**config.mk**
```make
export PLATFORM = sky130hd
export DESIGN_NAME = unary_add_ctrl
export DESIGN_NICKNAME = d
export VERILOG_FILES = /design/src/rtl/unary_add_ctrl.sv
export SDC_FILE = /design/constraint.sdc
export NUM_CORES = 1
export LEC_CHECK = 0
export BUFFER_PORTS_ARGS = -buffer_cell sky130_fd_sc_hd__buf_2
export CAP_MARGIN = 20
export CORE_MARGIN = 1.5
export CORE_UTILIZATION = 45
export CTS_CLUSTER_SIZE = 20
export DETAILED_ROUTE_END_ITERATION = 16
export GPL_TIMING_DRIVEN = 0
export PLACE_DENSITY = 0.66
export SYNTH_ARGS = -nofsm -noshare
export SYNTH_HDL_FRONTEND = slang
export SYNTH_SLANG_ARGS = --single-unit
```
**constraint.sdc**
```tcl
create_clock -name clk -period 5.5 [get_ports clk]
set_clock_uncertainty 0.2 [all_clocks]
set_input_delay 1.1 -clock clk [delete_from_list [all_inputs] [get_ports clk]]
set_output_delay 1.1 -clock clk [all_outputs]
set_load 0.05 [all_outputs]
```
**src/rtl/unary_add_ctrl.sv**
```systemverilog
// Sequencer around the 16-bit unary adder: binary operands in, unary feed/drain, binary sum out.
// Build option: define UNARY_ADD_CTRL_SAT_EN to saturate the reported sum on overflow.
module unary_add_ctrl #(
   parameter int W = 16
) (
   input  logic         clk,
   input  logic         rst_n,
   input  logic         in_valid,
   output logic         in_ready,
   input  logic [W-1:0] a_val,
   input  logic [W-1:0] b_val,
   output logic         add_a,
   output logic         add_b,
   output logic         add_en,
   output logic         add_rw,
   input  logic         add_dout,
   input  logic         add_c,
   output logic         out_valid,
   input  logic         out_ready,
   output logic [W-1:0] sum,
   output logic         ovf
);

   localparam logic [1:0] S_IDLE  = 2'd0;
   localparam logic [1:0] S_FEED  = 2'd1;
   localparam logic [1:0] S_DRAIN = 2'd2;
   localparam logic [1:0] S_DONE  = 2'd3;

   logic [1:0]   state;
   logic [W-1:0] ca, cb, cnt;
   logic [W-1:0] ca_nxt, cb_nxt;
   logic         first;
   logic         live;

   always_comb begin
      ca_nxt = (ca != '0) ? ca - W'(1) : ca;
      cb_nxt = (cb != '0) ? cb - W'(1) : cb;
   end

   // first marks the opening cycle of FEED (stale add_c) and of DRAIN (d0, stale add_dout)
   always_ff @(posedge clk or negedge rst_n) begin
      if (!rst_n) begin
         state <= S_IDLE;
         live  <= 1'b0;
         ca    <= '0;
         cb    <= '0;
         cnt   <= '0;
         ovf   <= 1'b0;
         first <= 1'b0;
      end else begin
         live <= 1'b1;
         case (state)
            S_IDLE: begin
               if (live && in_valid) begin
                  ca    <= a_val;
                  cb    <= b_val;
                  cnt   <= '0;
                  ovf   <= 1'b0;
                  first <= 1'b1;
                  state <= ((a_val | b_val) != '0) ? S_FEED : S_DRAIN;
               end
            end
            S_FEED: begin
               ca    <= ca_nxt;
               cb    <= cb_nxt;
               first <= 1'b0;
               if (!first) ovf <= ovf | add_c;
               if (ca_nxt == '0 && cb_nxt == '0) begin
                  state <= S_DRAIN;
                  first <= 1'b1;
               end
            end
            S_DRAIN: begin
               if (first) begin
                  first <= 1'b0;
                  ovf   <= ovf | add_c;
               end else if (add_dout) begin
                  cnt <= cnt + W'(1);
               end else begin
                  state <= S_DONE;
               end
            end
            S_DONE: begin
               if (out_ready) state <= S_IDLE;
            end
            default: state <= S_IDLE;
         endcase
      end
   end

   always_comb begin
      in_ready  = (state == S_IDLE) && live;
      add_en    = (state == S_FEED) || (state == S_DRAIN);
      add_rw    = (state == S_DRAIN);
      add_a     = (state == S_FEED) && (ca != '0);
      add_b     = (state == S_FEED) && (cb != '0);
      out_valid = (state == S_DONE);
`ifdef UNARY_ADD_CTRL_SAT_EN
      sum       = ((state == S_DONE) && ovf) ? '1 : cnt;
`else
      sum       = cnt;
`endif
   end

endmodule

```
## After elaboration in Yosys (flattened, before gate mapping)

Cells that the tools add are included.

- Add/sub/neg operators: 3
- Equal/unequal tests: 11
- Muxes and demuxes: 24
- Bitwise gates (word level): 2
- Reduce and logical (&&, ||, !) cells: 20

Operators by type and width:

| cell | count |
|---|---|
| $mux 16 | 7 |
| $pmux 16 s2 | 3 |
| $reduce_bool 16->1 | 3 |
| $logic_not 16->1 | 2 |
| $sub 16x1->16 const B | 2 |
| $add 16x1->16 const B | 1 |
| $or 16x16->16 | 1 |
| $mux 2 | 6 |
| $ne 2x2->1 const B | 6 |
| $pmux 2 s4 | 1 |
| $reduce_and 4->1 | 2 |
| $pmux 1 s3 | 2 |
| $logic_and 1x1->1 | 5 |
| $mux 1 | 5 |
| $reduce_and 5->1 | 1 |
| $eq 2x2->1 const B | 2 |
| $ne 2x1->1 const B | 2 |
| $reduce_and 2->1 | 2 |
| $reduce_bool 2->1 | 2 |
| $reduce_bool 3->1 | 1 |
| $eq 2x1->1 const B | 1 |
| $logic_not 2->1 | 1 |
| $logic_or 1x1->1 | 1 |
| $or 1x1->1 | 1 |

- Register bits after elaboration: 53
- Bits of input ports: 38
- Logic and storage cells: 67

## Depth between registers and ports, before layout

Gate-level depths: netlist (run 1).

- Word-level depth: 6
- Mapped depth: 11

## Worst setup path after synthesis (run 1)

OpenSTA, ideal clock, no wires.

- Path kind: register to output
- From: register cb[0]
- To: output port add_b
- Data arrival time: 2.100 ns
- Setup slack: 2.100 ns
- Cell stages (with the launch flop): 8
- Buffers on the path: 2
- Path through: dfrtp_1 -> clkbuf_1 -> inv_1 -> ha_1 -> nor3b_1 -> and3_1 -> clkbuf_1 -> a21oi_1

- Word-level cells in the longest chain between the ends: 2

Ends and longest elaborated chain:

| item | RTL line | text |
|---|---|---|
| from (decl) | 30 | `logic [W-1:0] ca, cb, cnt;` |
| from (signal assigned) | 56 | `cb <= b_val;` |
| from (signal assigned) | 65 | `cb <= cb_nxt;` |
| $reduce_bool 16->1 | 96 | `add_b = (state == S_FEED) && (cb != '0);` |
| $logic_and 1x1->1 | 96 |  |
| to (decl) | 13 | `output logic add_b,` |

Every way passes these cells.

## Worst setup path after layout (run 1)

- From: register state[1]
- To: output port add_b

- Word-level cells in the longest chain between the ends: 2

Ends and longest elaborated chain:

| item | RTL line | text |
|---|---|---|
| from (decl) | 29 | `logic [1:0] state;` |
| from (signal assigned) | 60 | `state <= ((a_val \| b_val) != '0) ? S_FEED : S_DRAIN;` |
| $eq 2x1->1 | 96 |  |
| $logic_and 1x1->1 | 96 |  |

Every way passes these cells.

==> impl_metrics.csv, run 1 <==
group,metric,value,unit
cts,cts-buffers-inserted,5,
grt,antenna_found_initial,0,
route,wl_per_cell,19.08,µm
setup_path,start_kind,"flop",
grt,grt_usage,0.2669,
synthesis,synth_nets,512,
synthesis,synth.avg_cell_area,8.437,µm²
final_layout,antenna_cells,0,
synthesis,synth_edf_count,0,
pwr,p_total,2.602,mW
floorplanning,core-area,8299,µm²
synthesis,seq_area_frac_synth,0.3395,
sta,tightest_slew,0.8767,ns
final_layout,drive_above_1_share,0.1880,
grt,met2_usage,0.4390,
final_layout,fill_cells,846,
route,drc_errors,0,
synthesis,yosys_warnings,0,
grt,grt_pass1_vias,3522,
pwr,vdd_drop_max,217.5,µV
pwr,powerDensity,584.5,nW/µm²
route,wl,12.16,mm
pwr,power.static_leakage,1.874,nW
placement,io_buffers,60,
final_layout,multi_input_area,2384,µm²
placement,globalplace.congestion,0.9289,
cts,clk_pin_slew_worst_paths,0.12,ns
setup_path,crit_slowest_cell,"clkinv_1",
final_layout,syn_to_final_growth,13.97,%
synthesis,async_reset_ff_frac,1.000,
final_layout,layout.nets,580,
placement,hpwl,9.192,mm
synthesis,syn_area,3906,µm²
setup_path,required,4.20,ns
sta,fin_crit,3.952,ns
cts,cts-root-buf,"clkbuf_8",
outcome,outcome,"completed",
route,routed_via_density,6.212,
route,ant_nets,0,
setup_path,startpoint,"state[1]",
route,drt_iter0_drc,231,
setup_path,timing.rr.start,"cb[0]",
setup_path,criticalPathCategory,"reg2out",
grt,met1_usage,0.3647,
route,drt-pass1-iter-count,5,
flow_run,cap_violations,0,
grt,grt.overflow.total,0,
floorplanning,row_count,33,
min_path,worstHoldPathType,"reg2reg",
setup_path,end_kind,"output pin",
cts,clk_latency,0.32,ns
cts,clk_path_buf_depth,2,
floorplanning,fp.dieArea,9249,µm²
sta,maxSlewHeadroom,0.4004,
setup_path,rr_worst_depth,10,
sta,finalCritPeriodShare,0.7185,
cts,cts_tree,"built",
sta,max_clock_freq,0.2530,GHz
sta,tns,0,ns
grt,busiest_layer,"met2",
setup_path,crit_path_max_incr_delay,0.50,ns
cts,hold_buffers,0,
setup_path,crit_end,"add_b",
floorplanning,dieHeight,96.17,µm
synthesis,ys_types,73,
cts,htree_levels,2,
sta,setup-violations-final,0,
synthesis,synth_ff_type,"dfrtp_1",
floorplanning,boundaryPins,61,
grt,grt_pass1_wl,18.44,mm
synthesis,syn_inst,463,
route,vias,3957,
cts,cts.sinks,53,
grt,met3_usage,0.04186,
sta,slew_viol_final,0,
floorplanning,start_util,0.4707,
final_layout,layout.area.seq,1326,µm²
setup_path,r2r_end,"state[1]",
floorplanning,die_w,96.17,µm
sta,final_hold_viol_count,0,
setup_path,arrival,2.65,ns
grt,grt_max_degree,37,
cts,cts_resized,0,
setup_path,r2r_slack,2.24,ns
setup_path,crit_chain,"inv_1 > ha_1 > clkbuf_1 > clkinv_1 > a21oi_1 > buf_2",
synthesis,ys_ff_latch,53,
sta,rsz0062_at_grt,"no",
cts,cts_setup_buffers,0,
setup_path,cp_max_fo,9,
==> stage by stage <==
step	cell area [µm²]	setup slack [ns]	util	hold WS (ns)	instances
final	4452	1.548	0.5364	0.3618	637
after global routing	4452	1.347	0.5364	0.4071	637
after CTS	4452	1.525	0.5364	0.3657	637
after detailed placement	4358	1.897	0.5251	0.3424	629
after global placement	4338	1.896	0.5227	0.3234	628
after floorplan	3906	2.100	-	0.3258	463
==> per-layer routing <==
layer | vias up | routed length (µm)
met3 | 17 | 920
met4 | 0 | 208
met5 | - | 0
met2 | 146 | 5673
li1 | 1884 | -
met1 | 1910 | 5355
==> how the worst min path moves through the flow <==
stage                  from      end  depth (start not counted)
floorplan            ca[14]   ca[14]                          2
global placement    sum[15]  sum[15]                          2
detailed placement      ovf      ovf                          2
CTS                     ovf      ovf                          2
global route        sum[15]  sum[15]                          2
finish              sum[15]  sum[15]                          2
==> worst max-delay path: cells and delay by family, from the launching register on <==
family	cells	cell delay, ns
adders and majority gates	1	0.16
DFF	1	0.46
AOI/OAI and AO/OA	1	0.32
buffers and inverters	4	1.39
==> cell type report <==
| type | instances | share of cell area |
|---|---|---|
| multi-input combinational | 367 | 0.5354 |
| clock buffer | 5 | 0.01546 |
| sequential | 53 | 0.2979 |
| tap | 105 | 0.02951 |
| buffer | 29 | 0.03232 |
| clock inverter | 3 | 0.005621 |
| inverter | 14 | 0.01180 |
| timing repair buffer | 61 | 0.07195 |
==> cells by family after synthesis <==
family / Yosys count / synth area share
other: 1 / 0.0009600
and+or+nand+nor: 201 / 0.2995
DFF: 53 / 0.3395
muxes: 9 / 0.02370
adders and majority gates: 11 / 0.03523
xor gates and xnor gates: 10 / 0.02242
AOI/OAI and AO/OA: 135 / 0.2284
buffers and inverters: 43 / 0.05029
==> power breakdown <==
group / switching [mW] / internal (mW)
sequential: 0.207 / 0.545
clock: 0.150 / 0.0925
combinational: 1.05 / 0.556
==> Yosys cell counts, drive strengths merged, types with 2 or more instances <==
cell,n,area share
buf,8,0.016
nand2,38,0.037
a21oi,36,0.046
nor4,19,0.047
and2,3,0.0048
clkbuf,21,0.021
xor2,6,0.013
mux2i,7,0.018
o2bb2ai,2,0.0045
dfrtp,53,0.34
nand4b,4,0.0090
o31ai,3,0.0058
a2111oi,3,0.012
a2bb2oi,2,0.0045
nand3b,3,0.0058
a221o,6,0.016
nand4,11,0.019
nor2b,2,0.0032
and4,2,0.0045
nand2b,4,0.0064
o2111ai,4,0.0090
or3,17,0.029
or4,6,0.012
xnor2,4,0.0090
nor3,15,0.019
o21ai,31,0.040
nor4b,2,0.0083
o22ai,11,0.018
a22oi,13,0.025
a31o,2,0.0045
mux2,2,0.0058
nor2,43,0.041
inv,13,0.012
ha,11,0.035
nand3,19,0.026
a311oi,2,0.0045
o21a,3,0.0058
a31oi,7,0.011
and3,6,0.0096
o21bai,2,0.0038
==> registers in the layout, summed over array words and instances, names as in the netlist <==
| name | flops |
|---|---|
| live | 1 |
| first | 1 |
| ca | 16 |
| ovf | 1 |
| sum | 16 |
| cb | 16 |
| state | 2 |
==> cell usage in the layout, fill, tap and decap left out, types with 3 or more instances in the layout <==
cell       Yosys  layout
buf_2          4      64
dfrtp_1       53      53
nor2_1        43      43
nand2_1       37      37
a21oi_1       36      36
o21ai_0       30      30
clkbuf_1      20      20
nand3_1       18      18
nor3_1        15      15
or3_1         15      15
nor4_1        14      14
inv_1         13      13
a22oi_1       13      13
o22ai_1       11      11
ha_1          11      11
nand4_1       10      10
a31oi_1        7       7
mux2i_1        7       7
and3_1         6       6
xor2_1         6       6
or4_1          5       5
a221o_1        5       5
clkbuf_8       0       5
nor4_4         4       4
nand2b_1       4       4
o2111ai_1      4       4
nand4b_1       4       4
xnor2_1        4       4
and2_1         3       3
o21a_1         3       3
nand3b_1       3       3
o31ai_1        3       3
No activity file was read; power rests on OpenSTA's default activity.
==> run 2, diff against run 1 <==
- ABC_AREA: default -> 1
- clock period: 5.5 -> 4.1 ns (I/O delays scaled with it)
==> impl_metrics.csv, run 2 <==
group,metric,value,unit
cts,clk_path_buf_depth,2,
synthesis,ys_types,32,
synthesis,synthTopCellsByCount,"154 x nand2_1, 67 x nor2_1, 59 x inv_1",
setup_path,criticalPathCategory,"reg2out",
setup_path,rr_worst_depth,7,
cts,cts_setup_buffers,0,
route,ant_nets,0,
final_layout,layout.area.seq,1326,µm²
grt,grt.overflow.total,0,
sta,finalCritPeriodShare,0.7452,
synthesis,seq_area_frac_synth,0.3319,
floorplanning,boundaryPins,61,
final_layout,antenna_cells,0,
synthesis,synth.most_common_cell,"nand2_1",
synthesis,yosys.area.top_type,"dfrtp_1",
setup_path,cp_max_fo,10,
sta,holdWs,0.2368,ns
synthesis,synth_top_area_frac,0.3319,
cts,cts-root-buf,"clkbuf_8",
final_layout,drive_above_1_share,0.1773,
sta,final_hold_viol_count,0,
setup_path,arrival,2.04,ns
sta,tns,0,ns
final_layout,layout_commonest_cell,"nand2_1",
final_layout,finalCoreUtilization,0.5242,
final_layout,most-common-layout-cells,"154 x nand2_1, 67 x nor2_1, 62 x buf_2, 59 x inv_1, 53 x dfrtp_1",
floorplanning,dieHeight,97.24,µm
route,wl_per_cell,15.20,µm
outcome,outcome,"completed",
cts,cts_resized,0,
setup_path,required,3.08,ns
sta,setup-violations-final,0,
grt,grt_pass1_wl,19.46,mm
grt,grt_max_degree,36,
floorplanning,die_w,97.24,µm
route,drt_iter0_drc,214,
synthesis,syn_inst,591,
pwr,vdd_drop_max,541.4,µV
setup_path,cp_top_family,"buffers and inverters",
cts,clk_latency,0.32,ns
setup_path,timing.rr.start,"state[1]",
sta,tightest_slew,0.6290,ns
placement,io_buffers,60,
synthesis,synthTopCellsByArea,"dfrtp_1 33%, nand2_1 14%, nor2_1 6.3%",
setup_path,end_kind,"output pin",
synthesis,syn_area,3996,µm²
cts,clk_pin_slew_worst_paths,0.11,ns
floorplanning,core-area,8678,µm²
sta,slew_viol_final,0,
placement,hpwl,9.263,mm
setup_path,crit_path_max_incr_delay,0.44,ns
floorplanning,fp.dieArea,9455,µm²
cts,hold_buffers,0,
sta,rsz0062_at_grt,"no",
sta,max_clock_freq,0.3273,GHz
setup_path,start_kind,"flop",
route,drc_errors,0,
final_layout,multi_input_area,2349,µm²
cts,htree_levels,2,
cts,cts.sinks,53,
cts,cts-buffers-inserted,5,
synthesis,synth.avg_cell_area,6.762,µm²
floorplanning,row_count,34,
setup_path,crit_chain,"inv_1 > ha_1 > inv_1 > clkbuf_1 > a21oi_1 > buf_2",
setup_path,crit_slowest_cell,"clkbuf_1",
route,drt-pass1-iter-count,4,
cts,cts_tree,"built",
setup_path,path_buf_inv,4,
final_layout,layout.nets,708,
setup_path,r2r_slack,1.55,ns
synthesis,synth_edf_count,0,
placement,globalplace.congestion,0.9572,
grt,antenna_found_initial,0,
sta,fin_crit,3.055,ns
grt,grt_usage,0.2539,
min_path,worstHoldPathType,"in2async",
synthesis,async_reset_ff_frac,1.000,
setup_path,crit_path_frequent_cell,"inv_1",
synthesis,yosys_warnings,0,
synthesis,synth_ff_type,"dfrtp_1",
pwr,power.static_leakage,2.177,nW
setup_path,r2r_end,"cb[4]",
synthesis,synth_nets,640,
sta,maxSlewHeadroom,0.5768,
floorplanning,start_util,0.4605,
final_layout,fill_cells,894,
synthesis,ys_ff_latch,53,
grt,grt_pass1_vias,3949,
route,routed_via_density,5.383,
flow_run,cap_violations,0,
final_layout,syn_to_final_growth,13.84,%
route,wl,11.68,mm
route,vias,4134,
pwr,powerDensity,756.7,nW/µm²
run 2: cell types whose count changed after synthesis, moves of 11 or more:
cell     delta
nand2_1   +117
inv_1      +46
nor2_1     +24
o21ai_0    +19
nor2_2     +18
or3_1      -15
a22oi_1    -12
nor3_1     -12
nand3_1    +11
run 2: power by group:
| group | internal (mW) | total (mW) | switching (mW) |
|---|---|---|---|
| logic | 0.664 | 2.12 | 1.46 |
| clock network | 0.130 | 0.336 | 0.207 |
| registers | 0.736 | 0.985 | 0.249 |
| total | 1.53 | 3.44 | 1.91 |
run 2: layout make-up:
type | count | area share
Tap cell | 108 | 0.02970
Clock inverter | 3 | 0.006326
Multi-Input combinational cell | 460 | 0.5162
Sequential cell | 53 | 0.2915
Timing Repair Buffer | 61 | 0.07041
Clock buffer | 5 | 0.01513
Inverter | 61 | 0.05033
Buffer | 17 | 0.02035
run 2: logic make-up after synthesis:
| family | share of synthesized area |
|---|---|
| other | 0.0009384 |
| buffers and inverters | 0.08046 |
| AO/OA/AOI/OAI | 0.1866 |
| adder cells (fa/ha/maj) | 0.03444 |
| XOR/XNOR | 0.01973 |
| flip-flops | 0.3319 |
| AND/OR/NAND/NOR | 0.3460 |
run 2: metrics by stage:
| stage | instances | power, mW | setup slack, ns | cell area (µm²) |
|---|---|---|---|---|
| 6_report | 768 | 3.443 | 1.045 | 4549 |
| 5_1_grt | 768 | 3.772 | 0.9296 | 4549 |
| 4_1_cts | 768 | 3.422 | 1.046 | 4549 |
| 3_5_place_dp | 760 | 3.081 | 1.359 | 4452 |
| 3_3_place_gp | 759 | 3.049 | 1.359 | 4432 |
| 2_1_floorplan | 591 | 2.527 | 1.334 | 3996 |
run 2: how the worst max path moves through the flow:
stage / startpoint / to / slack [ns] / cells past startpoint
floorplan: state[1] / add_a / 1.33 / 5
global placement: in_valid / cb[4] / 1.36 / 8
detailed placement: in_valid / cb[4] / 1.36 / 8
CTS: state[1] / add_a / 1.05 / 6
global route: state[1] / add_a / 0.93 / 6
finish: state[1] / add_a / 1.04 / 6
run 2: routing by layer:
metal | vias up | wire (µm) | global-route usage
met5 | - | 0 | 0
met4 | 0 | 177 | 0.05934
met3 | 15 | 650 | 0.03885
met2 | 128 | 5187 | 0.4024
met1 | 1900 | 5661 | 0.3660
li1 | 2091 | - | -
==> run 3, diff against run 2 <==
- ABC_AREA: 1 -> 0
- clock period: 4.1 -> 2.9 ns (I/O delays scaled with it)
==> impl_metrics.csv, run 3 (same netlist as run 1, synthesis figures left out) <==
group,metric,value,unit
outcome,outcome,"finished, violations left",
outcome,violations,"negative hold slack, negative setup slack",
sta,rsz0062_at_grt,"yes",
cts,clk_pin_slew_worst_paths,0.11,ns
placement,place_area,4358,µm²
placement,globalplace.congestion,0.9289,
floorplanning,dieHeight,96.17,µm
floorplanning,die_w,96.17,µm
floorplanning,row_count,33,
final_layout,final_area,4698,µm²
cts,cts.sinks,53,
final_layout,layout.nets,593,
final_layout,fill_cells,818,
cts,clk_latency,0.32,ns
final_layout,most-common-layout-cells,"63 x buf_2, 48 x dfrtp_1, 43 x nor2_1, 37 x nand2_1, 35 x a21oi_1",
pwr,powerDensity,1108,nW/µm²
sta,holdWs,-0.001759,ns
route,wl_per_cell,19.42,µm
setup_path,crit_path_max_incr_delay,0.57,ns
final_layout,layout.area.seq,1333,µm²
setup_path,crit_path_frequent_cell,"nor4_4",
min_path,worstHoldPathType,"in2async",
setup_path,arrival,2.99,ns
grt,grt_usage,0.2697,
cts,htree_levels,2,
sta,fin_crit,2.929,ns
setup_path,path_buf_inv,1,
route,vias,4085,
grt,grt.overflow.total,0,
flow_run,cap_violations,0,
grt,grt_pass1_wl,18.65,mm
sta,max_clock_freq,0.3414,GHz
cts,cts-buffers-inserted,5,
cts,cts-root-buf,"clkbuf_8",
setup_path,crit_chain,"or4_4 > nor4_4 > mux2i_1 > o2111ai_2 > nor4_4 > buf_4 > and4bb_1 > nand3b_1",
cts,clk_path_buf_depth,2,
final_layout,multi_input_area,2499,µm²
route,drt-pass1-iter-count,5,
pwr,power.static_leakage,1.982,nW
grt,grt_pass1_vias,3604,
final_layout,antenna_cells,0,
sta,setup_ws,-0.02917,ns
setup_path,cp_max_fo,5,
sta,final_hold_viol_count,3,
setup_path,required,2.96,ns
final_layout,layout_commonest_cell,"buf_2",
setup_path,r2r_slack,-0.03,ns
setup_path,end_kind,"flop",
grt,grt_max_degree,37,
route,drc_errors,0,
grt,antenna_found_initial,0,
placement,io_buffers,60,
pwr,vdd_drop_max,418.7,µV
placement,hpwl,9.192,mm
sta,slew_viol_final,0,
final_layout,drive_above_1_share,0.2661,
setup_path,criticalPathCategory,"reg2reg",
sta,setup-violations-final,1,
setup_path,cp_top_family,"simple AND/OR/NAND/NOR gates",
route,routed_via_density,6.285,
route,ant_nets,0,
setup_path,start_kind,"flop",
floorplanning,fp.dieArea,9249,µm²
floorplanning,start_util,0.4707,
floorplanning,boundaryPins,61,
setup_path,crit_slowest_cell,"or4_4",
route,wl,12.62,mm
sta,maxSlewHeadroom,0.5279,
pwr,p_total,5.205,mW
final_layout,syn_to_final_growth,20.28,%
sta,tightest_slew,0.7082,ns
floorplanning,core-area,8299,µm²
route,drt_iter0_drc,253,
cts,cts_tree,"built",
sta,finalCritPeriodShare,1.010,
## run 3: metrics by stage
stage | instances | hold WS (ns) | worst slack (ns) | TNS, ns | utilization
floorplan | 463 | 0.08441 | 0.01950 | 0 | -
detailed placement | 629 | 0.3424 | -0.2942 | -2.331 | 0.5251
global route | 650 | 0.02940 | -0.1022 | -0.2341 | 0.5661
global placement | 628 | 0.3234 | -0.3005 | -2.030 | 0.5227
CTS | 643 | 0.008681 | 0.01339 | 0 | 0.5491
finish | 650 | -0.001759 | -0.02917 | -0.02917 | 0.5661
## run 3: area by class of cell
| type | instances | area share |
|---|---|---|
| buffer | 25 | 0.02929 |
| sequential | 53 | 0.2836 |
| timing repair buffer | 78 | 0.09587 |
| clock inverter | 3 | 0.005326 |
| inverter | 14 | 0.01145 |
| clock buffer | 5 | 0.01465 |
| multi-input combinational | 367 | 0.5318 |
| tap | 105 | 0.02796 |
## run 3: worst paths after layout
kind,depth (start not counted),endpoint,start
min in group clk,2,cb[7],b_val[7]
max in group asynchronous,2,ca[10],rst_n
max,8,state[1],ca[8]
max reg2reg,8,state[1],ca[8]
min reg2reg,2,sum[15],sum[15]
min,1,cb[13],rst_n
## run 3: routing by layer
metal | vias up | track usage | part of all wire
met2 | 166 | 0.4396 | 0.47
met5 | - | 0 | 0
met1 | 1985 | 0.3691 | 0.44
met4 | 0 | 0.07598 | 0.021
li1 | 1910 | - | -
met3 | 24 | 0.04107 | 0.071
## run 3: timing repair
item                                    in CTS  in global routing
hold buffers                                 0                  0
setup buffers                                9                  8
gates resized for setup                     15                 25
pin swaps                                    5                  5
hold endpoints to repair                     0                  0
endpoints found under the setup margin      25                 27
## run 3: worst register-to-register path, stage by stage, from the launching register on
cell       delay [ns]
dfrtp_2          0.46
or4_4            0.57
nor4_4           0.32
mux2i_1          0.30
o2111ai_2        0.20
nor4_4           0.37
buf_4            0.18
and4bb_1         0.19
nand3b_1         0.10
## run 3: report_power, final
group	leakage (nW)	internal, mW	total (mW)	switching, mW
Clock	0.0447	0.176	0.462	0.286
Sequential	0.650	1.04	1.45	0.407
Combinational	1.29	1.20	3.30	2.10
